### config.mk
export PLATFORM = sky130hd
export DESIGN_NAME = loadable_down_timer
export DESIGN_NICKNAME = d
export VERILOG_FILES = /design/src/rtl/counter_pkg.sv /design/src/rtl/loadable_down_timer_tc_pulse_gen.sv /design/src/rtl/loadable_down_timer.sv
export SDC_FILE = /design/constraint.sdc
export NUM_CORES = 1
export LEC_CHECK = 0
export ABC_AREA = 0
export CAP_MARGIN = 20
export CORE_MARGIN = 1
export CORE_UTILIZATION = 25
export DETAILED_ROUTE_END_ITERATION = 8
export SLEW_MARGIN = 20
export SYNTH_ARGS = -nofsm -noshare
export SYNTH_HDL_FRONTEND = slang
export SYNTH_SLANG_ARGS = --single-unit
### constraint.sdc
create_clock -name clk -period 2.5 [get_ports clk]
set_clock_uncertainty 0.05 [all_clocks]
set_input_delay 0.5 -clock clk [delete_from_list [all_inputs] [get_ports clk]]
set_output_delay 0.5 -clock clk [all_outputs]
set_load 0.005 [all_outputs]
### src/rtl/counter_pkg.sv
// Shared definitions for the loadable counter family: FSM state encoding and default width.
package counter_pkg;

   localparam int WIDTH_DEF = 4;

   typedef enum logic [1:0] {
      IDLE = 2'd0,
      RUN  = 2'd1,
      DONE = 2'd2
   } state_e;

endpackage

### src/rtl/loadable_down_timer_tc_pulse_gen.sv
// Registers the terminal-count condition into a single-cycle pulse; abort suppresses it.
module tc_pulse_gen (
   input  logic clk,
   input  logic rst_n,
   input  logic tc_set,
   input  logic abort,
   output logic tc_pulse
);

   logic tc_q;

   // NOTE: sequential state is assigned with <= so every flop samples pre-edge values.
   always_ff @(posedge clk or negedge rst_n) begin
      if (!rst_n) tc_q <= 1'b0;
      else        tc_q <= tc_set & ~abort;
   end

   assign tc_pulse = tc_q;

endmodule

### src/rtl/loadable_down_timer.sv
// Loadable down-counting timer with valid/ready load, optional auto-reload and terminal-count pulse.
module loadable_down_timer
   import counter_pkg::*;
#(
   parameter int WIDTH = WIDTH_DEF
) (
   input  logic             clk,
   input  logic             rst_n,
   input  logic             load_valid,
   output logic             load_ready,
   input  logic [WIDTH-1:0] load_val,
   input  logic             auto_reload,
   input  logic             enable,
   input  logic             abort,
   output logic [WIDTH-1:0] count,
   output logic             busy,
   output logic             tc_pulse
);

   state_e           state_q, state_d;
   logic [WIDTH-1:0] count_q, count_d;
   logic [WIDTH-1:0] reload_q, reload_d;
   logic             mode_q, mode_d;
   logic             busy_q;
   logic             tc_set;
   logic             load_accept;

   assign load_ready  = (state_q != RUN);
   assign load_accept = load_valid & load_ready;

   // NOTE: every always_comb output gets a default first so no path leaves it unassigned (no latch).
   always_comb begin
      state_d  = state_q;
      count_d  = count_q;
      reload_d = reload_q;
      mode_d   = mode_q;
      tc_set   = 1'b0;

      if (abort) begin
         state_d = IDLE;
         count_d = '0;
         mode_d  = 1'b0;
      end else if (load_accept) begin
         count_d  = load_val;
         reload_d = load_val;
         mode_d   = auto_reload;
         if (load_val == '0) begin
            state_d = DONE;
            tc_set  = 1'b1;
         end else begin
            state_d = RUN;
         end
      end else begin
         unique case (state_q)
            IDLE: count_d = '0;
            DONE: count_d = '0;
            RUN: begin
               if (enable) begin
                  if (count_q > WIDTH'(1)) begin
                     count_d = count_q - WIDTH'(1);
                  end else if (count_q == WIDTH'(1)) begin
                     count_d = '0;
                     tc_set  = 1'b1;
                     if (!mode_q) state_d = DONE;
                  end else if (mode_q) begin
                     count_d = reload_q;
                  end else begin
                     // A zero count in one-shot mode cannot persist; settle in DONE.
                     state_d = DONE;
                  end
               end
            end
            default: begin
               state_d = IDLE;
               count_d = '0;
            end
         endcase
      end
   end

   always_ff @(posedge clk or negedge rst_n) begin
      if (!rst_n) begin
         state_q  <= IDLE;
         count_q  <= '0;
         reload_q <= '0;
         mode_q   <= 1'b0;
         busy_q   <= 1'b0;
      end else begin
         state_q  <= state_d;
         count_q  <= count_d;
         reload_q <= reload_d;
         mode_q   <= mode_d;
         busy_q   <= (state_d == RUN);
      end
   end

   tc_pulse_gen u_tc_pulse_gen (
      .clk      (clk),
      .rst_n    (rst_n),
      .tc_set   (tc_set),
      .abort    (abort),
      .tc_pulse (tc_pulse)
   );

   assign count = count_q;
   assign busy  = busy_q;

endmodule

==> summary.md, run 1 <==
| Metric | Value |
|---|---|
| Status | `finished clean` |
| Largest net degree at the start of global routing | `14` |
| Final hold vios | `0` |
| Most frequent cells in the layout | `nand2_1, clkdlybuf4s50_1, dfrtp_1` |
| First-pass GRT wire length | `2700 µm` |
| Leakage | `0.430 nW` |
| Power density cells | `565 nW/µm²` |
| RSZ-0062 raised after global routing | `no` |
| R2R Path End | `count[3]` |
| TritonCTS Sinks | `13` |
| Crit-path slowest cell | `clkdlybuf4s50_1` |
| Setup Viol. Count Final | `0` |
| CP Max Fanout | `7` |
| Mean Syn Cell Area | `9.30 µm²` |
| Die Y | `56.2 µm` |
| Critical-path cell list | `nor2b_2 -> inv_2 -> clkdlybuf4s50_1` |
| Synth cell types | `30` |
| Worst rel slew slack | `62.2%` |
| Min-Delay Endpoint | `reload_q[1]` |
| Routed WL per cell | `12.3 µm` |
| Residual DRC | `0` |
| Fmax | `494 MHz` |
| Layout Nets | `112` |
| Worst R2R Path Depth | `6` |
| R2R setup slack | `680 ps` |
| Post-DRT Antenna Nets | `0` |
| Detailed Route Iter0 Violations | `16` |
| DR pass1 iterations | `4` |
| Clock root cell | `clkbuf_4` |
| Clock-pin slew on the worst setup and hold paths | `70 ps` |
| Post-DP Area | `933 µm²` |
| Io pins | `17` |
| Initial antenna violation count | `0` |
| Crit path arrival time | `1480 ps` |
| Critical Path End Type | `primary output` |
| RePlAce Congestion | `0.783` |
| Hold path cells | `2` |
| Synth Warn # | `0` |
| Seq/Total Area, Yosys | `44.3%` |
| WP buf/inv | `2` |
| Buffers on Ports | `16` |
| P&R area growth vs syn | `30.7%` |
| Hold path start | `reload_q[1]` |
| Congestion Overflow GR | `0` |
| Share of cells above drive strength 1 | `14.1%` |
| CTS H-tree depth | `1` |
| Initial core utilization | `26.4%` |
| Post-Route WL | `1590 µm` |
| Syn nets | `91` |
| CTS Hold Bufs | `0` |
| Post-route setup TNS | `0 ps` |
| Die width | `56.2 µm` |
| Max incr delay on CP | `520 ps` |
| Total power | `0.000542 W` |
| Clk_lat worst skew | `270 ps` |
| Die Area | `3160 µm²` |
| Worst hold margin | `420 ps` |
| Max-cap violations | `0` |
| Final HPWL DP | `1280 µm` |
| Max clock buf depth | `2` |
| Slew Viols, Final | `0` |
| Mapped Area | `734 µm²` |
| CTS buffer count | `3` |
| Total GRT Usage | `11.1%` |
| CP startpoint kind | `register` |
| Peak supply drop | `327 µV` |
| Setup bufs post-CTS | `0` |
| Vias in the first global route | `608` |
| Via count | `644` |
| Final period util | `81.0%` |
| Vias per cell | `4.95` |
| Top delay family on crit path | `buffers and inverters` |
| Cells after Synth | `79` |
| Setup CP Type | `reg2out` |
| Seq cells post-synth | `13` |
| # diodes | `0` |
| HP Class | `reg2reg` |
| Core area | `2780 µm²` |
| Critical Path RT | `1950 ps` |
| Reg-to-Reg Start | `count[0]` |
| CTS tree | `done` |
| Std-Cell Rows | `19` |
| Worst Max-Slew Pin Slew | `566 ps` |
| Fin area | `960 µm²` |
| Resized cells post-CTS | `0` |
| Fin crit period | `2030 ps` |
[tightest hold or removal path: stages, from the launching register on]
cell	delay, ps
dfrtp_1	330
nand2_1	50
nand2_1	60
[per-stage QoR]
stage	setup WS (ps)	cells	util, %
after global routing	417	130	34.5
after CTS	470	130	34.5
after global placement	514	126	33.6
final	474	130	34.5
after floorplan	889	79	-
after detailed placement	501	126	33.6
[worst max path at each step]
| stage | depth (start not counted) | end | startpoint |
|---|---|---|---|
| 4_1_cts | 3 | load_ready | state_q[0] |
| 5_1_grt | 3 | load_ready | state_q[0] |
| 3_5_place_dp | 5 | state_q[0] | load_val[0] |
| 2_1_floorplan | 6 | count[0] | count[0] |
| 3_3_place_gp | 5 | busy | load_val[0] |
| 6_report | 3 | load_ready | state_q[0] |
[logic make-up (layout without fill, tap and decap cells)]
| family | count (synthesis) | in the layout | share of synthesized area (%) |
|---|---|---|---|
| compound gates | 19 | 19 | 18.1 |
| buf+inv | 6 | 26 | 3.07 |
| flops | 13 | 13 | 44.3 |
| simple gates | 38 | 38 | 29.8 |
| fa+ha+maj | 3 | 3 | 4.77 |
[sequential cells by signal, indices dropped and copies added, names as in the netlist]
signal / flops
reload_q: 4
u_tc_pulse_gen.tc_pulse: 1
mode_q: 1
count: 4
busy: 1
state_q: 2
[area by class of cell]
class / count / area [µm²]
sequential: 13 / 325
tap: 31 / 38.8
timing repair buffer: 16 / 160
multi-input combinational: 60 / 387
inverter: 6 / 22.5
clock buffer: 4 / 26.3
fill: 286 / 1820
[metal layers]
metal	part of all wire, %	vias to the layer above	GRT usage (%)
li1	-	316	-
met1	48	301	14.8
met2	45	25	16.5
met3	6.5	2	4.88
met4	0.56	0	2.44
met5	0	-	0
[where the power goes]
| part | switching [W] | total, W | internal, W |
|---|---|---|---|
| logic | 0.0000764 | 0.000163 | 0.0000867 |
| registers | 0.0000221 | 0.000257 | 0.000235 |
| clock network | 0.0000608 | 0.000123 | 0.0000618 |
| total | 0.000159 | 0.000542 | 0.000383 |
[cells in the mapped netlist, drive strengths merged]
cell type / instances / area share, %
a21bo: 1 / 1.4
a21oi: 7 / 4.8
a2bb2oi: 3 / 3.6
a31oi: 1 / 0.85
and2: 4 / 3.7
dfrtp: 13 / 44
ha: 2 / 3.4
inv: 6 / 3.1
maj3: 1 / 1.4
nand2: 17 / 9.0
nand2b: 4 / 4.4
nand4b: 1 / 1.2
nor2: 4 / 2.4
nor2b: 2 / 2.0
nor3: 1 / 0.68
nor4: 1 / 0.85
nor4b: 1 / 2.0
o211a: 1 / 1.4
o22ai: 1 / 0.85
o311ai: 1 / 1.2
o31ai: 4 / 4.1
or2: 1 / 0.85
or3b: 1 / 1.5
or4: 1 / 1.0
Note: power is estimated with default switching activity, not from simulation.
==> run 2: changes to the inputs <==
==> constraint.sdc (replaced) <==
create_clock -name clk -period 1.8 [get_ports clk]
set_clock_uncertainty 0.05 [all_clocks]
set_input_delay 0.36 -clock clk [delete_from_list [all_inputs] [get_ports clk]]
set_output_delay 0.36 -clock clk [all_outputs]
set_load 0.005 [all_outputs]
==> run 2 against run 1 <==
Against the previous run:
- die area stayed put
- total power is 47% higher
- critical path type unchanged
- sequential power is 38% higher
- register-to-register slack worse by 580 ps
- cell count is 6.2% higher
- global-route usage is 1.1 points higher
- first-iteration DRC count is 31% higher
- via count is 3.6% higher
- largest power group unchanged
- non-clock buffer count is 8 higher
- largest cell class unchanged
- clock power is 46% higher
- highest routed layer unchanged
==> summary.md, run 2 (synthesized netlist as in run 1, its figures left out) <==
| Metric | Value |
|---|---|
| Reg-to-Reg Start | `count[0] (unchanged)` |
| Leakage | `0.472 nW (was 0.430 nW)` |
| Most common cell after layout, fill and taps aside | `nand2_1` |
| Die Y | `56.2 µm (unchanged)` |
| CTS H-tree depth | `1 (unchanged)` |
| Power density cells | `774 nW/µm² (was 565 nW/µm²)` |
| Worst Setup EP | `count[0] (was load_ready)` |
| HP Class | `in2async (was reg2reg)` |
| Residual DRC | `0 (unchanged)` |
| Filler Cell Count | `279 (was 286)` |
| Critical Path End Type | `primary output (unchanged)` |
| Via count | `667 (was 644)` |
| Die Area | `3160 µm² (unchanged)` |
| Max-cap violations | `0 (unchanged)` |
| Congestion Overflow GR | `0 (unchanged)` |
| Crit path arrival time | `1300 ps (was 1480 ps)` |
| # diodes | `0 (unchanged)` |
| Status | `finished clean (unchanged)` |
| DR pass1 iterations | `4 (unchanged)` |
| Total GRT Usage | `12.2% (was 11.1%)` |
| Peak supply drop | `518 µV (was 327 µV)` |
| Layout Nets | `120 (was 112)` |
| Vias in the first global route | `668 (was 608)` |
| Fmax | `584 MHz` |
| Std-Cell Rows | `19 (unchanged)` |
| Fin crit period | `1710 ps` |
| Max incr delay on CP | `490 ps (was 520 ps)` |
| Vias per cell | `4.83 (was 4.95)` |
| Final HPWL DP | `1370 µm (was 1280 µm)` |
| First-pass GRT wire length | `3000 µm (was 2700 µm)` |
| CP Max Fanout | `5 (was 7)` |
| Routed WL per cell | `13.1 µm (was 12.3 µm)` |
| Area of the multi-input gates | `395 µm² (was 387 µm²)` |
| Io pins | `17 (unchanged)` |
| Worst Max-Slew Pin Slew | `264 ps (was 566 ps)` |
| CTS tree | `done (unchanged)` |
| Seq. cell area | `329 µm² (was 325 µm²)` |
| Critical Path RT | `1390 ps (was 1950 ps)` |
| P&R area growth vs syn | `40.4% (was 30.7%)` |
| Detailed Route Iter0 Violations | `21 (was 16)` |
| Post-Route WL | `1810 µm (was 1590 µm)` |
| Setup Viol. Count Final | `0 (unchanged)` |
| Instance count on the critical path | `2 (was 3)` |
| WP buf/inv | `2 (unchanged)` |
| Post-route setup TNS | `0 ps (unchanged)` |
| Final period util | `95.1%` |
| Most frequent cells in the layout | `nand2_1, clkdlybuf4s50_1, dfrtp_1 (unchanged)` |
| Die width | `56.2 µm (unchanged)` |
| Worst rel slew slack | `82.2% (was 62.2%)` |
| RePlAce Congestion | `0.819 (was 0.783)` |
| Clk_lat worst skew | `270 ps (about the same)` |
| Top delay family on crit path | `buffers and inverters (unchanged)` |
| CP startpoint kind | `register (unchanged)` |
| Crit-path slowest cell | `clkdlybuf4s50_1 (unchanged)` |
| CTS buffer count | `3 (unchanged)` |
| Max clock buf depth | `2 (unchanged)` |
| Slew Viols, Final | `0 (unchanged)` |
| Final hold vios | `0 (unchanged)` |
| Clock root cell | `clkbuf_4 (unchanged)` |
| Critical-path cell list | `buf_4 -> clkdlybuf4s50_1 (was nor2b_2 -> inv_2 -> clkdlybuf4s50_1)` |
| Total power | `0.000798 W (was 0.000542 W)` |
| Setup CP Type | `reg2out (unchanged)` |
| TritonCTS Sinks | `13 (unchanged)` |
| Share of cells above drive strength 1 | `23.4% (was 14.1%)` |
| Core area | `2780 µm² (unchanged)` |
| R2R Path End | `count[3] (unchanged)` |
| Initial antenna violation count | `0 (unchanged)` |
| Buffers on Ports | `16 (unchanged)` |
| R2R setup slack | `100 ps (was 680 ps)` |
| Worst R2R Path Depth | `6 (unchanged)` |
| Initial core utilization | `26.4% (unchanged)` |
| CP Launch Point | `count[0] (was state_q[0])` |
| Largest net degree at the start of global routing | `14 (unchanged)` |
| Clock-pin slew on the worst setup and hold paths | `80 ps (was 70 ps)` |
| Post-DRT Antenna Nets | `0 (unchanged)` |
[run 2: cell types whose count changed in the layout (fill, tap and decap cells not counted), sizes merged]
cell / before / now
clkdlybuf4s50: 16 / 15
dlygate4sd2: 0 / 1
buf: 0 / 8
[run 2: worst min path at each step]
stage | slack (ps) | end | start | cells after the start
CTS | 340 | mode_q | rst_n | 2
finish | 340 | u_tc_pulse_gen.tc_pulse | rst_n | 2
global route | 360 | u_tc_pulse_gen.tc_pulse | rst_n | 2
global placement | 400 | reload_q[1] | reload_q[1] | 2
detailed placement | 410 | reload_q[0] | reload_q[0] | 2
floorplan | 10 | busy | rst_n | 0
[run 2: where the power goes]
part / internal, W / switching, W / leakage, nW / total [W]
Sequential: 0.000327 / 0.0000279 / 0.165 / 0.000355
Clock: 0.0000858 / 0.0000941 / 0.0150 / 0.000180
Combinational: 0.000146 / 0.000117 / 0.292 / 0.000263
Total: 0.000559 / 0.000239 / 0.472 / 0.000798
[run 2: area by class of cell]
class                   count  share of cell area [%]
clock buffers               4                    2.55
inverters                   6                    2.18
flip-flops and latches     13                    31.9
well taps                  31                    3.76
repair buffers             24                    21.2
multi-input cells          60                    38.3
[run 2: routing by layer]
metal | up-vias | GRT usage, % | routed length [µm]
met4 | 0 | 3.14 | 14
met5 | - | 0 | 0
met1 | 317 | 16.9 | 876
met3 | 2 | 3.49 | 85
li1 | 332 | - | -
met2 | 16 | 18.5 | 833
[run 2: per-stage QoR]
stage / hold slack [ps] / std cells / setup slack, ps / utilization, % / instance area (µm²)
detailed placement: 406 / 133 / -45.5 / 35.4 / 986
CTS: 337 / 138 / 37.5 / 36.6 / 1020
global placement: 403 / 133 / -8.70 / 35.4 / 986
floorplan: 14.4 / 79 / 189 / - / 734
finish: 342 / 138 / 87.6 / 37.1 / 1030
global route: 360 / 138 / -6.66 / 37.1 / 1030
[run 2: repair_timing]
item	CTS	global route
setup buffers	1	0
setup endpoints to repair	1	5
resized for setup	1	4
hold buffers	0	0
==> run 3: changes to the inputs <==
--- a/config.mk
+++ b/config.mk
@@ -7,7 +7,7 @@
 export LEC_CHECK = 0
 export ABC_AREA = 0
 export CAP_MARGIN = 20
-export CORE_MARGIN = 1
+export CORE_MARGIN = 1.5
 export CORE_UTILIZATION = 25
 export DETAILED_ROUTE_END_ITERATION = 8
 export SLEW_MARGIN = 20
==> run 3 against run 2 <==
Against the previous run:
- first-iteration DRC count decreased by 90%
- critical endpoint is now count[2]
- clock power rose by 2%
- count of clock-buffer cells in the layout is the same
- utilization increased by 0.14 points
- routed wire length down 8.0%
==> summary.md, run 3 (synthesized netlist as in run 1, its figures left out) <==
| Metric | Value |
|---|---|
| Critical Path RT | `1390 ps (about the same)` |
| Worst Max-Slew Pin Slew | `313 ps (was 264 ps)` |
| Via count | `662 (was 667)` |
| Initial antenna violation count | `0 (unchanged)` |
| Post-DRT Antenna Nets | `0 (unchanged)` |
| CTS buffer count | `3 (unchanged)` |
| Die width | `57.2 µm (was 56.2 µm)` |
| CTS tree | `done (unchanged)` |
| Congestion Overflow GR | `0 (unchanged)` |
| Worst rel slew slack | `79.1% (was 82.2%)` |
| Fin crit period | `1730 ps (was 1710 ps)` |
| Setup CP Type | `reg2out (unchanged)` |
| Layout Nets | `121 (was 120)` |
| # diodes | `0 (unchanged)` |
| Most frequent cells in the layout | `nand2_1, clkdlybuf4s50_1, dfrtp_1 (unchanged)` |
| Post-route setup TNS | `0 ps (unchanged)` |
| Largest net degree at the start of global routing | `14 (unchanged)` |
| Die Y | `57.2 µm (was 56.2 µm)` |
| Final hold vios | `0 (unchanged)` |
| Status | `finished clean (unchanged)` |
| Io pins | `17 (unchanged)` |
| Max-cap violations | `0 (unchanged)` |
| Critical-path cell list | `clkdlybuf4s50_1 (was buf_4 -> clkdlybuf4s50_1)` |
| DR pass1 iterations | `3 (was 4)` |
| TritonCTS Sinks | `13 (unchanged)` |
| Buffers on Ports | `16 (unchanged)` |
| RePlAce Congestion | `0.867 (was 0.819)` |
| Residual DRC | `0 (unchanged)` |
| Clock-pin slew on the worst setup and hold paths | `80 ps (about the same)` |
| Crit-path slowest cell | `clkdlybuf4s50_1 (unchanged)` |
| Core area | `2780 µm² (unchanged)` |
| Total GRT Usage | `11.7% (was 12.2%)` |
| Crit path arrival time | `1320 ps (was 1300 ps)` |
| HP Class | `in2async (unchanged)` |
| WP buf/inv | `1 (was 2)` |
| Routed WL per cell | `12.0 µm (was 13.1 µm)` |
| Worst R2R Path Depth | `6 (unchanged)` |
| Critical Path End Type | `primary output (unchanged)` |
| P&R area growth vs syn | `40.9% (was 40.4%)` |
| Top delay family on crit path | `buffers and inverters (unchanged)` |
| Instance count on the critical path | `1 (was 2)` |
| Area of the multi-input gates | `392 µm² (was 395 µm²)` |
| Share of cells above drive strength 1 | `21.3% (was 23.4%)` |
| Final period util | `96.0% (was 95.1%)` |
| CTS Hold Bufs | `0 (unchanged)` |
| Initial core utilization | `26.4% (unchanged)` |
| Leakage | `0.481 nW (was 0.472 nW)` |
| Die Area | `3270 µm² (was 3160 µm²)` |
| Clk_lat worst skew | `280 ps (was 270 ps)` |
| Post-Route WL | `1660 µm (was 1810 µm)` |
| Peak supply drop | `334 µV (was 518 µV)` |
| Filler Cell Count | `286 (was 279)` |
| Seq. cell area | `325 µm² (was 329 µm²)` |
| Fmax | `579 MHz (was 584 MHz)` |
| Clock root cell | `clkbuf_4 (unchanged)` |
| CP Max Fanout | `8 (was 5)` |
| Max clock buf depth | `2 (unchanged)` |
| Detailed Route Iter0 Violations | `2 (was 21)` |
| First-pass GRT wire length | `2910 µm (was 3000 µm)` |
| Vias per cell | `4.76 (was 4.83)` |
| Power density cells | `768 nW/µm² (was 774 nW/µm²)` |
| Vias in the first global route | `658 (was 668)` |
| Slew Viols, Final | `0 (unchanged)` |
| Setup Viol. Count Final | `0 (unchanged)` |
| CP startpoint kind | `register (unchanged)` |
| Max incr delay on CP | `550 ps (was 490 ps)` |
| Std-Cell Rows | `19 (unchanged)` |
| Most common cell after layout, fill and taps aside | `nand2_1 (unchanged)` |
| CTS H-tree depth | `1 (unchanged)` |
| Fin util | `37.2% (was 37.1%)` |
| RSZ-0062 raised after global routing | `no` |
==> run 3: changes by cell type in the layout (fill, tap and decap cells not counted), sizes merged <==
cell          before  now
buf                8    9
dlygate4sd2        1    0
dlymetal6s2s       0    1
==> run 3: per-layer routing <==
metal	vias to the layer above	GRT usage, %	share of wire (%)
li1	337	-	-
met3	4	2.72	4.5
met5	-	0	0
met4	0	4.98	1.6
met2	13	19.4	48
met1	308	14.6	46
==> run 3: metrics by stage <==
step	instance area, µm²	worst slack [ps]	power, W	hold slack [ps]	cells
6_report	1030	71.9	0.000795	324	139
5_1_grt	1030	3.10	0.000854	341	139
4_1_cts	1030	11.7	0.000807	329	139
3_5_place_dp	986	-60.3	0.000612	410	133
3_3_place_gp	986	-17.5	0.000606	406	133
2_1_floorplan	734	189	0.000496	14.4	79
==> run 3: area by class of cell <==
type | instances | area share [%]
clock buffer | 4 | 2.54
tap | 31 | 3.75
sequential | 13 | 31.4
inverter | 6 | 2.18
timing repair buffer | 25 | 22.2
multi-input combinational | 60 | 37.8
==> run 3: worst paths after layout <==
path / startpoint / end / slack [ps]
worst max-delay path: count[2] / count[2] / 70
worst min-delay path: rst_n / reload_q[1] / 320
worst max register to register: count[0] / count[3] / 130
worst min register to register: reload_q[0] / reload_q[0] / 420
max in group asynchronous: rst_n / busy / 1210
min in group clk: reload_q[0] / reload_q[0] / 420
==> run 3: what timing repair did <==
item | CTS | global route
setup buffers | 2 | 0
gates resized for setup | 1 | 1
setup endpoints to repair | 1 | 1
==> run 3: power by group <==
group / switching [W] / internal, W
clock network: 0.0000979 / 0.0000860
logic: 0.000116 / 0.000145
registers: 0.0000253 / 0.000326
total: 0.000239 / 0.000556
